===== src/rtl/frogger_pkg.sv =====
// Shared types and sprite/timing constants for the frog collision block.
package frogger_pkg;

  typedef enum logic [1:0] {
    ST_ALIVE     = 2'd0,
    ST_DYING     = 2'd1,
    ST_RESPAWN   = 2'd2,
    ST_GAME_OVER = 2'd3
  } frog_state_e;

  localparam int NUM_CARS     = 8;
  localparam int FROG_HALF    = 12;
  localparam int CAR_HALF_W   = 23;
  localparam int CAR_HALF_H   = 12;
  localparam int DEATH_FRAMES = 30;
  localparam int START_LIVES  = 3;
  localparam int CNT_W        = 16;

  function automatic logic signed [31:0] abs32(input logic signed [31:0] v);
    return (v < 32'sd0) ? -v : v;
  endfunction

endpackage


===== src/rtl/car_overlap.sv =====
// Combinational signed box-overlap test between the frog and one car.
module car_overlap #(
  parameter int FROG_HALF  = frogger_pkg::FROG_HALF,
  parameter int CAR_HALF_W = frogger_pkg::CAR_HALF_W,
  parameter int CAR_HALF_H = frogger_pkg::CAR_HALF_H
) (
  input  logic signed [31:0] frog_x_i,
  input  logic signed [31:0] frog_y_i,
  input  logic signed [31:0] car_x_i,
  input  logic signed [31:0] car_y_i,
  output logic               overlap_o
);
  import frogger_pkg::*;

  localparam logic signed [31:0] LIM_X = 32'(FROG_HALF + CAR_HALF_W);
  localparam logic signed [31:0] LIM_Y = 32'(FROG_HALF + CAR_HALF_H);

  logic signed [31:0] dx_s;
  logic signed [31:0] dy_s;

  // Touching edges (distance equal to the limit) do not count as a hit.
  assign dx_s      = abs32(frog_x_i - car_x_i);
  assign dy_s      = abs32(frog_y_i - car_y_i);
  assign overlap_o = (dx_s < LIM_X) && (dy_s < LIM_Y);

endmodule


===== src/rtl/frog_collision.sv =====
// Frog-vs-car collision detection with lives, death animation and respawn control.
module frog_collision #(
  parameter int NUM_CARS     = frogger_pkg::NUM_CARS,
  parameter int FROG_HALF    = frogger_pkg::FROG_HALF,
  parameter int CAR_HALF_W   = frogger_pkg::CAR_HALF_W,
  parameter int CAR_HALF_H   = frogger_pkg::CAR_HALF_H,
  parameter int DEATH_FRAMES = frogger_pkg::DEATH_FRAMES,
  parameter int START_LIVES  = frogger_pkg::START_LIVES
) (
  input  logic               frame_clk,
  input  logic               Reset,
  input  logic               restart,
  input  logic signed [31:0] frog_x,
  input  logic signed [31:0] frog_y,
  input  logic signed [31:0] car_x [NUM_CARS],
  input  logic signed [31:0] car_y [NUM_CARS],
  output logic               hit,
  output logic [2:0]         hit_idx,
  output logic               dying,
  output logic               respawn,
  output logic               game_over,
  output logic [2:0]         lives
);
  import frogger_pkg::*;

  logic [NUM_CARS-1:0] overlap_s;
  logic                any_s;
  logic [2:0]          win_idx_s;

  frog_state_e         state_q, state_d;
  logic [2:0]          lives_q, lives_d;
  logic [CNT_W-1:0]    cnt_q, cnt_d;
  logic                hit_q, hit_d;
  logic [2:0]          hit_idx_q, hit_idx_d;
  logic                dying_q, respawn_q, game_over_q;

  for (genvar g = 0; g < NUM_CARS; g++) begin : g_car
    car_overlap #(
      .FROG_HALF  (FROG_HALF),
      .CAR_HALF_W (CAR_HALF_W),
      .CAR_HALF_H (CAR_HALF_H)
    ) u_overlap (
      .frog_x_i  (frog_x),
      .frog_y_i  (frog_y),
      .car_x_i   (car_x[g]),
      .car_y_i   (car_y[g]),
      .overlap_o (overlap_s[g])
    );
  end

  // Priority encoder: scanning downward lets the lowest overlapping index win.
  always_comb begin
    any_s     = |overlap_s;
    win_idx_s = 3'd0;
    for (int i = NUM_CARS - 1; i >= 0; i--) begin
      win_idx_s = overlap_s[i] ? 3'(i) : win_idx_s;
    end
  end

  // Next-state logic for the life cycle FSM, counter, lives and hit pulse.
  always_comb begin
    state_d   = state_q;
    lives_d   = lives_q;
    cnt_d     = cnt_q;
    hit_d     = 1'b0;
    hit_idx_d = hit_idx_q;
    if (restart) begin
      state_d = ST_ALIVE;
      lives_d = 3'(START_LIVES);
      cnt_d   = '0;
    end else begin
      case (state_q)
        ST_ALIVE: begin
          if (any_s) begin
            state_d   = ST_DYING;
            hit_d     = 1'b1;
            hit_idx_d = win_idx_s;
            cnt_d     = CNT_W'(DEATH_FRAMES - 1);
            lives_d   = (lives_q != 3'd0) ? (lives_q - 3'd1) : 3'd0;
          end else begin
            state_d = ST_ALIVE;
          end
        end
        ST_DYING: begin
          if (cnt_q == '0) begin
            state_d = (lives_q == 3'd0) ? ST_GAME_OVER : ST_RESPAWN;
          end else begin
            cnt_d = cnt_q - CNT_W'(1);
          end
        end
        ST_RESPAWN:   state_d = ST_ALIVE;
        ST_GAME_OVER: begin
          state_d = ST_GAME_OVER;
          lives_d = 3'd0;
        end
        default:      state_d = ST_ALIVE;
      endcase
    end
  end

  // State and output registers; status flags are decoded from the next state.
  always_ff @(posedge frame_clk) begin
    if (Reset) begin
      state_q     <= ST_ALIVE;
      lives_q     <= 3'(START_LIVES);
      cnt_q       <= '0;
      hit_q       <= 1'b0;
      hit_idx_q   <= 3'd0;
      dying_q     <= 1'b0;
      respawn_q   <= 1'b0;
      game_over_q <= 1'b0;
    end else begin
      state_q     <= state_d;
      lives_q     <= lives_d;
      cnt_q       <= cnt_d;
      hit_q       <= hit_d;
      hit_idx_q   <= hit_idx_d;
      dying_q     <= (state_d == ST_DYING);
      respawn_q   <= (state_d == ST_RESPAWN);
      game_over_q <= (state_d == ST_GAME_OVER);
    end
  end

  assign hit       = hit_q;
  assign hit_idx   = hit_idx_q;
  assign dying     = dying_q;
  assign respawn   = respawn_q;
  assign game_over = game_over_q;
  assign lives     = lives_q;

endmodule


===== config.mk =====
export PLATFORM = sky130hd
export DESIGN_NAME = frog_collision
export DESIGN_NICKNAME = d
export VERILOG_FILES = /design/src/rtl/frogger_pkg.sv /design/src/rtl/car_overlap.sv /design/src/rtl/frog_collision.sv
export SDC_FILE = /design/constraint.sdc
export NUM_CORES = 2
export LEC_CHECK = 0
export ABC_AREA = 0
export BUFFER_PORTS_ARGS = -buffer_cell sky130_fd_sc_hd__buf_2
export CAP_MARGIN = 20
export CORE_ASPECT_RATIO = 0.5
export CORE_MARGIN = 4
export CORE_UTILIZATION = 60
export CTS_CLUSTER_DIAMETER = 120
export CTS_CLUSTER_SIZE = 24
export DETAILED_ROUTE_END_ITERATION = 6
export PLACE_DENSITY = 0.8
export SLEW_MARGIN = 5
export SYNTH_ARGS = -nofsm -noshare
export SYNTH_HDL_FRONTEND = slang
export SYNTH_SLANG_ARGS = --single-unit
export TNS_END_PERCENT = 50

===== constraint.sdc =====
create_clock -name frame_clk -period 8.66 [get_ports frame_clk]
set_input_delay 1.732 -clock frame_clk [delete_from_list [all_inputs] [get_ports frame_clk]]
set_output_delay 1.732 -clock frame_clk [all_outputs]
set_load 0.005 [all_outputs]

# Word-level counts from Yosys, hierarchy flattened
# Index checks and enable logic that the tools add are counted.
dict set report word_totals {
  ff_bits 28
  inputBits 579
  word_cells 140
}
dict set report classes {
  addsub 34
  order_cmp 32
  n_eq_ne 8
  n_mux 36
  bitwise 2
  reduce_logical 20
}
# operator n
set ops {}
lappend ops {{$lt 32x1->1 const B} 16}
lappend ops {{$mux 32} 16}
lappend ops {{$neg 32->32} 16}
lappend ops {{$sub 32x32->32} 16}
lappend ops {{$lt 32x6->1 const B} 8}
lappend ops {{$lt 32x7->1 const B} 8}
lappend ops {{$mux 16} 2}
lappend ops {{$pmux 16 s2} 1}
lappend ops {{$mux 3} 10}
lappend ops {{$logic_not 16->1} 1}
lappend ops {{$sub 16x1->16 const B} 1}
lappend ops {{$eq 2x2->1 const B} 4}
lappend ops {{$logic_and 1x1->1} 8}
lappend ops {{$pmux 2 s4} 1}
lappend ops {{$reduce_or 8->1} 1}
lappend ops {{$pmux 3 s2} 1}
lappend ops {{$reduce_and 3->1} 2}
lappend ops {{$eq 2x1->1 const B} 2}
lappend ops {{$mux 2} 2}
lappend ops {{$ne 2x2->1 const B} 2}
lappend ops {{$reduce_bool 2->1} 2}
lappend ops {{$logic_not 3->1} 1}
lappend ops {{$mux 1} 3}
lappend ops {{$reduce_bool 3->1} 1}
lappend ops {{other kinds (6)} 7}

# Logic depth before layout (Yosys ltp)
dict set report logic_depth {
  word_depth 13
  depth_mapped 23
  ltp_nobuf 21
}

# Hierarchy
# A second synthesis with hierarchy kept.
dict set report hier_totals {
  cells_unflattened 7059
  area_unflattened_um2 46286.9
}
# module instances cells_each area_per_inst_um2 seq_area_each_um2
set modules_own_cells {}
lappend modules_own_cells {{car_overlap (g_car[0].u_overlap ...)} 7 852 5537.8 0.0}
lappend modules_own_cells {{car_overlap (g_car[2].u_overlap)} 1 929 6037.0 0.0}
lappend modules_own_cells {frog_collision 1 166 1485.2 560.5}

# Least setup slack after synthesis
# OpenSTA, ideal clock, no wires.
dict set report synth_timing {
  kind {input -> register}
  start {input port frog_x[0]}
  end {register hit_idx_q[0], in the netlist hit_idx[0]}
  arrival_time_ns 6.459
  required_time_ns 8.544
  setup_slack_ns 2.085
  path_stages 21
  n_path_buf 1
  cell_sequence {inv_1 ha_1 inv_1 fa_1 a211oi_1 mux2_2 a21o_1 a21o_1 or4_1 buf_2 nor4_4 nand4b_1 or4_4 a2111oi_4 o2111a_1 nand4b_1 o41a_1 nor4b_4 nand4b_4 a211o_1 o21ai_1}
}
dict set report synth_between {
  elab_chain_cells 13
}
# item line
set synth_rtl {}
lappend synth_rtl {{from (decl)} frog_collision.sv:13} ;# input logic signed [31:0] frog_x,
lappend synth_rtl {{$sub 32x32->32} car_overlap.sv:22} ;# assign dx_s = abs32(frog_x_i - car_x_i);
lappend synth_rtl {{$neg 32->32 or $lt 32x1->1 (tied branches)} frogger_pkg.sv:20} ;# return (v < 32'sd0) ? -v : v;
lappend synth_rtl {{$mux 32} frogger_pkg.sv:20}
lappend synth_rtl {{$lt 32x7->1} car_overlap.sv:24} ;# assign overlap_o = (dx_s < LIM_X) && (dy_s < LIM_Y);
lappend synth_rtl {{$logic_and 1x1->1} car_overlap.sv:24}
lappend synth_rtl {{$mux 3 (8 in series)} frog_collision.sv:56} ;# win_idx_s = overlap_s[i] ? 3'(i) : win_idx_s;
lappend synth_rtl {{to (signal assigned)} frog_collision.sv:117} ;# hit_idx_q <= hit_idx_d;
lappend synth_rtl {{to (decl)} frog_collision.sv:34} ;# logic [2:0] hit_idx_q, hit_idx_d;
# Parallel ways exist; a longest one is shown, timed or not.
# A chain may end at the register's enable or synchronous reset.

# Final worst setup path
dict set report layout_timing {
  start {input port frog_x[0]}
  end {register lives_q[1], in the netlist lives[1]}
}
dict set report layout_between {
  elab_chain_cells 8
}
# item line
set layout_rtl {}
lappend layout_rtl {{$sub 32x32->32} car_overlap.sv:22}
lappend layout_rtl {{$neg 32->32 or $lt 32x1->1 (tied branches)} frogger_pkg.sv:20}
lappend layout_rtl {{$mux 32} frogger_pkg.sv:20}
lappend layout_rtl {{$lt 32x7->1} car_overlap.sv:24}
lappend layout_rtl {{$logic_and 1x1->1} car_overlap.sv:24}
lappend layout_rtl {{$reduce_or 8->1 (*)} frog_collision.sv:53} ;# any_s = |overlap_s;
lappend layout_rtl {{$ne 2x2->1 (no source line) (*)} --}
lappend layout_rtl {{$reduce_and 2->1 (no source line) (*)} --}
lappend layout_rtl {{to (signal assigned)} frog_collision.sv:105} ;# lives_q <= 3'(START_LIVES);
lappend layout_rtl {{to (signal assigned)} frog_collision.sv:114} ;# lives_q <= lives_d;
lappend layout_rtl {{to (decl)} frog_collision.sv:31} ;# logic [2:0] lives_q, lives_d;
# Mark *: on every way between the ends. The rest lies on a longest branch, timed or not.

==> results.cfg <==
[clock_network]
clock_latency_ps = 270
root_buffer = clkbuf_16
clockBufferDepth = 2
hold_buffers = 0
cts_max_level = 1
cts_buffers = 3
cts-resized-gates = 0
cts_tree = yes
path_clk_slew_ps = 70
clock_sinks = 28
post_cts_buffers = 0

[pwr]
ir_drop_v = 0.00007644
power_leakage_nw = 24.45
powerDensity_nw_per_um2 = 100.1

[logic_synthesis]
synthSimpleGateAreaFrac = 0.3170
synth_cell_types = 127
ys_ff_latch = 28
synth.avg_cell_area_sq_um = 6.461
synth_top_family_by_area = compound AO/OA/AOI/OAI gates
ys.warnings.count = 0
ys.flop_type = dfxtp_1
synth_compound_area_frac = 0.3897
synth_edf_count = 0
synth.top_cell.area_share = 0.1199
synth_nets = 9291
synthMuxAreaShare = 0.01915
syn_inst = 8189
ys_top_cells_by_area = ha_1 12%, a21oi_1 6.5%, nand2_1 5.0%
synth_common_cells = 711 x nand2_1, 687 x a21oi_1, 670 x inv_1, 623 x nor2_1, 507 x ha_1
yosys.cell_count.top_type = nand2_1
synth-xor-area-share = 0.06472
synthAdderAreaFrac = 0.1259
yosysSeqAreaShare = 0.01059
netlist_area_sq_um = 52910
yosysTopAreaCell = ha_1
async_reset_ff_frac = 0

[setup_path]
critPathArrivalTime_ps = 8430
cp.required_ps = 8830
path_max_fanout = 9
end_kind = flop
path_class = in2reg
worst-r2r-cell-count = 14
worstSetupStartpointType = input port

[outcome]
failed_checks = design-rule violations
status = finished with violations

[grt]
grt_usage = 0.4325
antenna_found_initial = 14
overflow = 0
grt_max_degree = 28
grt_pass1_wl_microns = 332100
grt_pass1_vias = 59710

[timing]
relSlewSlack = 0.2336
timing.fmax_mhz = 121.1
rsz0062_at_grt = no
fin_crit_ps = 8260
hold_violations = 0
worst_pin_slew_ps = 1141
finalClockSkew_ps = 6.453
whs_ps = 513.4
fin_crit_sh = 0.9538
drv_slew = 0
setup_tns_ps = 0
setup_viol = 0

[finish]
finalNonFillerCells = 9717
synthToLayoutAreaGrowth_pct = 7.106
fin_util = 0.6535
drive_above_1_share = 0.1052
fillCellCount = 8324
final_area_sq_um = 56670
final_nets = 9632

[flow_run]
max-cap-violations = 0

[routing]
drt-pass1-iter-count = 7
routedWlPerCell_microns = 22.48
drt-initial-drc-count = 7986
via_per_inst = 7.035
drtAntennaViolNets = 0
vias = 68360
drcViolationCount = 41
drt-total-wl_microns = 218500

[placement]
io_buffers = 588
placedCellCount = 9695
dpl.hpwl_microns = 173400
placed_area_sq_um = 56520
place_congestion = 1.033

[floorplan]
io-pin-count = 589
die_area_sq_um = 93290
die_w_microns = 428.0
core_sq_um = 86720
start_util = 0.6101
num_rows = 76
die_h_microns = 218.0

[min_path]
hold_path_depth = 2
hp-class = reg2reg
==> logic make-up (layout without fill, tap and decap cells) <==
family,after synthesis,after routing
compound gates,2977,2977
xor+xnor,391,391
fa+ha+maj,523,523
buf+inv,992,1332
flops,28,28
mux,98,98
other cells,0,18
simple gates,3180,3180
==> flip-flops by register name (all words and copies together), names as in the netlist <==
| name | flops |
|---|---|
| cnt_q | 16 |
| lives | 3 |
| game_over | 1 |
| hit_idx | 3 |
| hit | 1 |
| respawn | 1 |
| dying | 1 |
| state_q | 2 |
==> through the flow <==
step,worst slack [ps],power (mW)
6_report,400.0,5.673
3_3_place_gp,569.5,5.309
2_1_floorplan,2085,3.958
3_5_place_dp,429.9,5.309
5_1_grt,39.17,6.126
4_1_cts,658.8,5.476
==> per-layer routing <==
metal	vias up	GRT usage	wire length, microns
li1	32180	-	-
met1	31250	0.5506	86070
met2	4063	0.6451	89080
met3	870	0.09619	25470
met4	6	0.3103	17830
met5	-	0	40
==> path summary, 6_finish.rpt <==
path	from	endpoint	slack, ps
min	cnt_q[0]$_SDFFE_PP0P_	cnt_q[0]$_SDFFE_PP0P_	510
max	frog_x[0]	lives[1]$_SDFFE_PP1P_	400
min reg2reg	cnt_q[0]$_SDFFE_PP0P_	cnt_q[0]$_SDFFE_PP0P_	510
max reg2reg	cnt_q[0]$_SDFFE_PP0P_	cnt_q[13]$_SDFFE_PP0P_	5380
==> placed cells by master, fill, tap and decap left out, drive strengths merged, types with 134 or more instances in the layout <==
cell and count:
a211oi 150, a21o 248, a21oi 694, a31oi 144
and3 134, buf 658, ha 507, inv 670
nand2 715, nand3 290, nand4 203, nor2 623
nor3 280, nor4 134, o211ai 146, o21ai 507
xnor2 235, xor2 156
==> final cells by class <==
type	instances	area, sq um	share of cell area
Multi-Input combinational cell	7169	48500	0.8558
Inverter	670	2515	0.04438
Clock buffer	3	75.07	0.001325
Sequential cell	28	560.5	0.009891
Tap cell	1170	1464	0.02583
Timing Repair Buffer	658	3481	0.06142
Clock inverter	1	30.03	0.0005299
Antenna cell	18	45.04	0.0007948
==> power breakdown <==
part / leakage (nW) / switching [mW] / internal, mW / total (mW)
sequential: 0.225 / 0.000000000000128 / 0.129 / 0.129
combinational: 24.2 / 3.50 / 1.91 / 5.41
clock: 0.0512 / 0.0468 / 0.0921 / 0.139
==> critical path, stage by stage <==
cell,delay [ps]
buf_2,90
inv_1,640
ha_1,300
inv_1,60
fa_1,400
xnor2_1,420
or4b_1,510
a221oi_1,310
buf_4,180
nand4_1,190
nor3_2,580
nand2_1,160
a211oi_1,360
o22ai_1,140
nor4_1,340
nand4_1,130
o21ai_0,780
a32oi_1,370
nand3_2,280
nand2_2,140
o311ai_2,290
Note: power is estimated with default switching activity, not from simulation.
